### config.mk
export PLATFORM = sky130hd
export DESIGN_NAME = program_loader_flat
export DESIGN_NICKNAME = d
export VERILOG_FILES = /design/src/rtl/program_loader_if.sv /design/src/rtl/program_loader.sv /design/src/flat_wrapper.sv
export SDC_FILE = /design/constraint.sdc
export NUM_CORES = 1
export LEC_CHECK = 0
export BUFFER_PORTS_ARGS = -buffer_cell sky130_fd_sc_hd__buf_2
export CAP_MARGIN = 20
export CORE_ASPECT_RATIO = 0.75
export CORE_MARGIN = 2
export CORE_UTILIZATION = 50
export DETAILED_ROUTE_END_ITERATION = 6
export PLACE_DENSITY = 0.79
export SYNTH_ARGS = -nofsm -noshare
export SYNTH_HDL_FRONTEND = slang
export SYNTH_SLANG_ARGS = --single-unit
### constraint.sdc
create_clock -name clk -period 4.91 [get_ports clk]
set_input_delay 0.491 -clock clk [delete_from_list [all_inputs] [get_ports clk]]
set_output_delay 0.491 -clock clk [all_outputs]
set_load 0.02 [all_outputs]
### src/rtl/program_loader_if.sv
// Stream-in and memory-write bus for the boot-time program loader.
//   in_valid/in_data/in_last : producer -> loader instruction stream
//   in_ready                 : loader -> producer accept indication
//   mem_waddr/mem_wdata/mem_wen : loader -> main memory write port
interface program_loader_if;
    logic        in_valid;
    logic [31:0] in_data;
    logic        in_last;
    logic        in_ready;
    logic [31:0] mem_waddr;
    logic [31:0] mem_wdata;
    logic        mem_wen;

    // Producer / memory side (testbench or upstream fabric)
    modport master (
        output in_valid, in_data, in_last,
        input  in_ready, mem_waddr, mem_wdata, mem_wen
    );

    // Loader side
    modport slave (
        input  in_valid, in_data, in_last,
        output in_ready, mem_waddr, mem_wdata, mem_wen
    );
endinterface

### src/rtl/program_loader.sv
// Boot-time instruction loader. Streams 32-bit words into main memory and
// holds the cpu in reset until the last word has landed plus a guard delay.
// Ports:
//   clk, rst    : clock, synchronous active-high reset
//   bus         : program_loader_if.slave (input stream + memory write port)
//   cpu_rst     : reset to cpu, low once the program is loaded
//   done        : program loaded and cpu released
//   error       : DEPTH words accepted without in_last
//   word_count  : words accepted so far (saturates at DEPTH)
module program_loader #(
    parameter int unsigned DEPTH         = 2048,
    parameter int unsigned BASE_ADDR     = 0,
    parameter int unsigned RELEASE_DELAY = 4
) (
    input  logic                    clk,
    input  logic                    rst,
    program_loader_if.slave         bus,
    output logic                    cpu_rst,
    output logic                    done,
    output logic                    error,
    output logic [$clog2(DEPTH):0]  word_count
);
    localparam int unsigned WCW = $clog2(DEPTH) + 1;
    localparam int unsigned DW  = $clog2(RELEASE_DELAY + 1);

    typedef enum logic [1:0] {ST_LOAD, ST_HOLD, ST_RUN, ST_ERROR} state_t;

    state_t          state, state_n;
    logic [DW-1:0]   dly, dly_n;
    logic [WCW-1:0]  wc_n;
    logic [31:0]     waddr_n, wdata_n;
    logic            wen_n, ready_n, cpu_rst_n, done_n, error_n;
    logic            accept_c;

    assign accept_c = bus.in_valid && bus.in_ready && (state == ST_LOAD);

    // State and registered outputs
    always_ff @(posedge clk) begin
        if (rst) begin
            state         <= ST_LOAD;
            dly           <= '0;
            word_count    <= '0;
            bus.mem_waddr <= '0;
            bus.mem_wdata <= '0;
            bus.mem_wen   <= 1'b0;
            bus.in_ready  <= 1'b1;
            cpu_rst       <= 1'b1;
            done          <= 1'b0;
            error         <= 1'b0;
        end else begin
            state         <= state_n;
            dly           <= dly_n;
            word_count    <= wc_n;
            bus.mem_waddr <= waddr_n;
            bus.mem_wdata <= wdata_n;
            bus.mem_wen   <= wen_n;
            bus.in_ready  <= ready_n;
            cpu_rst       <= cpu_rst_n;
            done          <= done_n;
            error         <= error_n;
        end
    end

    // Next-state and next-output logic
    always_comb begin
        state_n = state;
        dly_n   = dly;
        wc_n    = word_count;
        waddr_n = bus.mem_waddr;
        wdata_n = bus.mem_wdata;
        wen_n   = 1'b0;

        case (state)
            ST_LOAD: begin
                if (accept_c) begin
                    wen_n   = 1'b1;
                    waddr_n = BASE_ADDR + 32'(word_count);
                    wdata_n = bus.in_data;
                    wc_n    = (word_count == WCW'(DEPTH)) ? word_count
                                                          : word_count + WCW'(1);
                    // in_last filling the final slot is a legal end, not an overflow
                    if (bus.in_last) begin
                        state_n = ST_HOLD;
                        dly_n   = DW'(RELEASE_DELAY);
                    end else if (word_count == WCW'(DEPTH - 1)) begin
                        state_n = ST_ERROR;
                    end
                end
            end
            ST_HOLD: begin
                // Counter hits zero RELEASE_DELAY edges after the last write;
                // the RUN transition one edge later drops cpu_rst.
                if (dly == '0) begin
                    state_n = ST_RUN;
                end else begin
                    dly_n = dly - DW'(1);
                end
            end
            ST_RUN:   state_n = ST_RUN;
            ST_ERROR: state_n = ST_ERROR;
            default:  state_n = ST_LOAD;
        endcase

        ready_n   = (state_n == ST_LOAD);
        cpu_rst_n = (state_n != ST_RUN);
        done_n    = (state_n == ST_RUN);
        error_n   = (state_n == ST_ERROR);
    end
endmodule

### src/flat_wrapper.sv
// flat-port wrapper written by rule: the top's interface ports become plain ports
module program_loader_flat 
#(
    parameter int unsigned DEPTH         = 2048,
    parameter int unsigned BASE_ADDR     = 0,
    parameter int unsigned RELEASE_DELAY = 4
)
  (clk, rst, cpu_rst, done, error, word_count, bus_in_valid, bus_in_data, bus_in_last, bus_in_ready, bus_mem_waddr, bus_mem_wdata, bus_mem_wen);
  program_loader_if bus_i ();
  input  logic clk;
  input  logic rst;
  output logic cpu_rst;
  output logic done;
  output logic error;
  output logic [$clog2(DEPTH):0] word_count;
  input wire logic [$bits(bus_i.in_valid)-1:0] bus_in_valid;
  input wire logic [$bits(bus_i.in_data)-1:0] bus_in_data;
  input wire logic [$bits(bus_i.in_last)-1:0] bus_in_last;
  output wire logic [$bits(bus_i.in_ready)-1:0] bus_in_ready;
  output wire logic [$bits(bus_i.mem_waddr)-1:0] bus_mem_waddr;
  output wire logic [$bits(bus_i.mem_wdata)-1:0] bus_mem_wdata;
  output wire logic [$bits(bus_i.mem_wen)-1:0] bus_mem_wen;
  assign bus_i.in_valid = bus_in_valid;
  assign bus_i.in_data = bus_in_data;
  assign bus_i.in_last = bus_in_last;
  assign bus_in_ready = bus_i.in_ready;
  assign bus_mem_waddr = bus_i.mem_waddr;
  assign bus_mem_wdata = bus_i.mem_wdata;
  assign bus_mem_wen = bus_i.mem_wen;
  program_loader #(.DEPTH(DEPTH), .BASE_ADDR(BASE_ADDR), .RELEASE_DELAY(RELEASE_DELAY)) u_core (.clk(clk), .rst(rst), .bus(bus_i), .cpu_rst(cpu_rst), .done(done), .error(error), .word_count(word_count));
endmodule
---- Word-level counts from Yosys, hierarchy flattened ----
Index checks and enable logic that the tools add are counted.
word-level totals
  flip-flop bits (word level) ............. 66
  bits of input ports ..................... 36
  output and inout port bits .............. 81
  word-level logic and storage cells ...... 45
cells by class
  add/sub/neg operators ................... 2
  eq/ne operators ......................... 11
  muxes and demuxes ....................... 10
  bitwise logic cells ..................... 2
  reductions and logical operators ........ 10
operators with widths
  kind                                                   count
  adder 12 x 1 -> 12 bit, second input constant          1
  equality test 12 x 11 -> 1 bit, second input constant  1
  equality test 12 bit, second input constant            1
  2-to-1 mux 3 bit                                       3
  equality test 2 bit, second input constant             4
  2-to-1 mux 2 bit                                       4
  one-hot mux 2 bit (4 select lines)                     1
  != test 2 bit, second input constant                   3
  one-hot mux 3 bit (2 select lines)                     1
  logical NOT 2 bit                                      2
  AND reduction 4 bit                                    1
  logical NOT 3 bit                                      1
  AND reduction 3 bit                                    1
  subtractor 3 x 1 -> 3 bit, second input constant       1
  equality test 2 x 1 -> 1 bit, second input constant    1
  logical AND 1 bit                                      2
  != test 2 x 1 -> 1 bit, second input constant          1
  NOT 1 bit                                              2
  AND reduction 2 bit                                    1
  nonzero test 2 bit                                     1
  OR reduction 2 bit                                     1
  2-to-1 mux 1 bit                                       1

---- Depth between registers and ports, before layout ----
  word-level depth ........................ 6
  mapped depth ............................ 7

---- Least setup slack after synthesis ----
OpenSTA, ideal clock, no wires.
  path kind ............................... reg-to-reg
  start point ............................. register u_core.word_count[0]
  end point ............................... register u_core.word_count[8]
  setup time .............................. 123 ps
  arrival ................................. 1721 ps
  setup slack ............................. 3066 ps
  stages on the path, launching flop included .. 8
  cells stage by stage .................... dfxtp_1 -> inv_1 -> ha_1 -> nor4b_1 -> a31o_1 -> buf_6 -> nor4_2 -> mux2_1
between the ends
  word-level cells in the longest chain between the ends .. 3
  elaborated cells between the ends (all ways) .. 4
  those cells by class .................... 1 x add/sub; 1 x eq/ne; 1 x bitwise; 1 x reduce/logical
ends and longest elaborated chain
  what                                                                            line                  RTL
  start: declaration                                                              program_loader.sv:21  output logic [$clog2(DEPTH):0] word_count
  start signal: assignment                                                        program_loader.sv:53  word_count <= wc_n;
  parallel branches: the longest is 3 deep, another holds adder 12 x 1 -> 12 bit  -
Several ways; the timed one is not identified.
A chain may end at the register's enable or synchronous reset.

---- Worst setup path in the final report ----
  start point ............................. register u_core.state[0]
  end point ............................... register u_core.word_count[11]
between the ends
  word-level cells in the longest chain between the ends .. 3
ends and longest elaborated chain
  what                                      line                                        RTL
  start: declaration                        program_loader.sv:28                        state_t state, state_n;
  start signal: assignment                  program_loader.sv:51                        state <= state_n;
  logical NOT 2 bit (*)                     program_loader.sv:35, program_loader.sv:73
  logical AND 1 bit                         program_loader.sv:35                        assign accept_c = bus.in_valid && bus.in_ready && (state == ST_LOAD);
  AND reduction 3 bit (no source line) (*)  -
Every way passes the cells marked *; elsewhere a longest branch is shown, timed or not.

==> flow_summary_export.csv <==
group,metric,value,unit
power,p_per_area,354,nW/µm²
route,first_pass_iters,4,
clock_network,cts_buffer_depth,2,
route,routedWlPerCell,11.9,µm
floorplan,die_x,89.6,µm
sta,drv_slew,0,
clock_network,cts_root_buffer,"clkbuf_8",
grt,grt_use_total,18.8,%
yosys,netlist_instances,333,
critical_path,slowest_stage,"and4bb_2",
sta,min_period,2280,ps
grt,antenna_found_initial,0,
floorplan,io-pin-count,117,
power,switching_share,28.8,%
final_layout,drive_gt1_share,27.8,%
yosys,synth_flop_cell,"dfxtp_1",
final_layout,diodes,0,
critical_path,crit_path_cell_trace,"and4bb_2 -> nand4_1 -> or3_1 -> a21oi_1",
yosys,synth_seq_cells,66,
clock_network,path_clk_slew,70,ps
floorplan,die_y,68.2,µm
critical_path,crit_required,5180,ps
sta,max_slew_margin,34.8,%
floorplan,die_area,6110,µm²
power,seqPwrFrac,49.2,%
final_layout,final_util,62.9,%
floorplan,rows,23,
route,vias_per_cell,4.82,
route,dr_wl_met3,345,µm
route,wl_met2,2720,µm
route,maxUsedRoutingLayer,"met4",
clock_network,cts_made_buffers,9,
sta,fin_crit_sh,46.4,%
grt,overflow,0,
sta,worstMarginPinSlew,978,ps
power,p_clk_share,34.6,%
yosys,yosysMostFrequentCell,"nand2_1",
clock_network,cts-htree-levels,3,
route,num_vias,2406,
yosys,async_reset_ff_share,0,%
yosys,synth-edff-count,0,
grt,grt_pass1_wl,8640,µm
floorplan,coreArea,5320,µm²
power,p_int,0.000844,W
critical_path,crit_path_end_kind,"flip-flop",
worst_hold_path,worstHoldPathType,"in -> reg",
sta,setup_tns,0,ps
final_layout,nets,461,
yosys,synth.distinct_cells,40,
route,drc,0,
clock_network,clk_latency,340,ps
flow_run,cap_violations,0,
clock_network,ctsHoldBuffers,0,
critical_path,worst_setup_path_start_kind,"flip-flop",
place,place_congestion,0.806,
outcome,outcome,"finished clean",
yosys,netlist.area_leader.share,48.1,%
place,numPortBuffers,96,
yosys,avgSynthCellArea,8.24,µm²
yosys,synth_area,2750,µm²
sta,fmax,439,MHz
route,postRouteAntennaNets,0,
route,drt_iter0_drc,143,
route,drt-met1-wl,2810,µm
critical_path,critPathMaxStageDelay,970,ps
yosys,seq_area_frac_synth,48.1,%
place,place.detailed.hpwl,3950,µm
yosys,yosysTopAreaCell,"dfxtp_1",
clock_network,clock_sinks,66,
critical_path,crit_path_max_fanout,47,
sta,hold_viol,0,
power,p_comb_share,16.1,%
sta,skew,8.48,ps
power,leakage,1.54,nW
critical_path,worstPathArrival,2550,ps
floorplan,start_util,51.6,%
critical_path,rrSetupSlack,2630,ps
power,ir_drop,168,µV
route,wl,5960,µm
grt,grt_pass1_vias,1868,
final_layout,area_growth_syn_to_layout,21.9,%
yosys,synth_warnings,0,
sta,rsz0062_at_grt,"false",
yosys,synth_commonest_cells,"99 x nand2_1, 66 x dfxtp_1, 53 x a21oi_1",
yosys,ys_top_cells_by_area,"dfxtp_1 48%, nand2_1 14%, a21oi_1 9.7%, buf_4 5.5%, buf_2 1.8%",
power,p_sw,0.000341,W
sta,setup_viol,0,
grt,grt_max_degree,66,
clock_network,cts_setup_buffers,0,
clock_network,cts_tree,"yes",
critical_path,path_class,"reg -> reg",
clock_network,cts_resized,0,
-- metal layers --
metal | global-route usage (%) | vias to the layer above
met5 | 0 | -
met4 | 8.02 | 0
met3 | 7.96 | 10
met2 | 27.3 | 73
met1 | 24.3 | 1091
li1 | - | 1232
-- cells in the final DEF, fill, tap and decap left out, types with 2 or more instances in the layout --
cell | netlist | layout
nand2_1 | 99 | 99
buf_2 | 10 | 96
dfxtp_1 | 66 | 66
a21oi_1 | 53 | 53
conb_1 | 1 | 20
clkbuf_8 | 0 | 12
nor2_1 | 10 | 10
inv_1 | 7 | 7
o21ai_0 | 6 | 6
or3_1 | 6 | 6
nand3_1 | 5 | 5
nor2b_1 | 4 | 4
ha_1 | 4 | 4
nand2b_1 | 3 | 3
nor3_1 | 3 | 3
and3_1 | 2 | 2
nand4_1 | 2 | 2
nor4b_1 | 2 | 2
xnor2_1 | 2 | 2
xor2_1 | 2 | 2
-- stage by stage --
stage	instances	hold slack (ps)	total power (W)	setup slack, ps	cell area (µm²)
after global placement	484	438	0.000780	2480	3150
final	499	381	0.00119	2630	3350
after global routing	499	367	0.00124	2450	3350
after detailed placement	484	446	0.000785	2470	3150
after CTS	498	368	0.00119	2620	3330
after floorplan	352	444	0.000743	3070	2820
-- layout make-up --
| cell class | instances | area, µm² |
|---|---|---|
| Multi-Input combinational cell | 240 | 1230 |
| Clock buffer | 12 | 165 |
| Timing Repair Buffer | 97 | 500 |
| Tap cell | 75 | 93.8 |
| Sequential cell | 66 | 1320 |
| Inverter | 7 | 26.3 |
| Clock inverter | 2 | 12.5 |
| Fill cell | 487 | 1980 |
-- sequential cells by signal, indices dropped and copies added, names as in the netlist --
register,flops
u_core.bus.in_ready,1
u_core.bus.mem_wdata,32
u_core.dly,3
u_core.bus.mem_wen,1
u_core.word_count,12
u_core.cpu_rst,1
u_core.error,1
u_core.done,1
u_core.bus.mem_waddr,12
u_core.state,2
-- kinds of logic after synthesis --
logic type	share of synthesized area [%]
fa+ha+maj	1.82
other cells	0.137
buf+inv	9.75
flops	48.1
simple gates	24.5
mux	1.19
xor+xnor	1.28
compound gates	13.2
-- power groups by stage --
stage	Sequential [W]	Clock, W	Combinational, W
6_report	0.000583	0.000411	0.000191
2_1_floorplan	0.000627	0	0.000116
3_5_place_dp	0.000595	0	0.000190
5_1_grt	0.000587	0.000444	0.000210
3_3_place_gp	0.000594	0	0.000186
4_1_cts	0.000583	0.000421	0.000190
-- critical path, delay by kind of cell (launching register included) --
kind / cells / cell delay, ps
AO/OA/AOI/OAI: 1 / 140
flip-flops: 1 / 360
AND/OR/NAND/NOR: 3 / 1700
-- path summary, 6_finish.rpt --
kind                            cells past startpoint                       end                startpoint
worst max register to register                      4     u_core.word_count[11]           u_core.state[0]
worst max-delay path                                4     u_core.word_count[11]           u_core.state[0]
worst min register to register                      2  u_core.bus.mem_waddr[10]  u_core.bus.mem_waddr[10]
worst min-delay path                                3  u_core.bus.mem_wdata[17]           bus_in_data[17]
No activity file was read; power rests on OpenSTA's default activity.
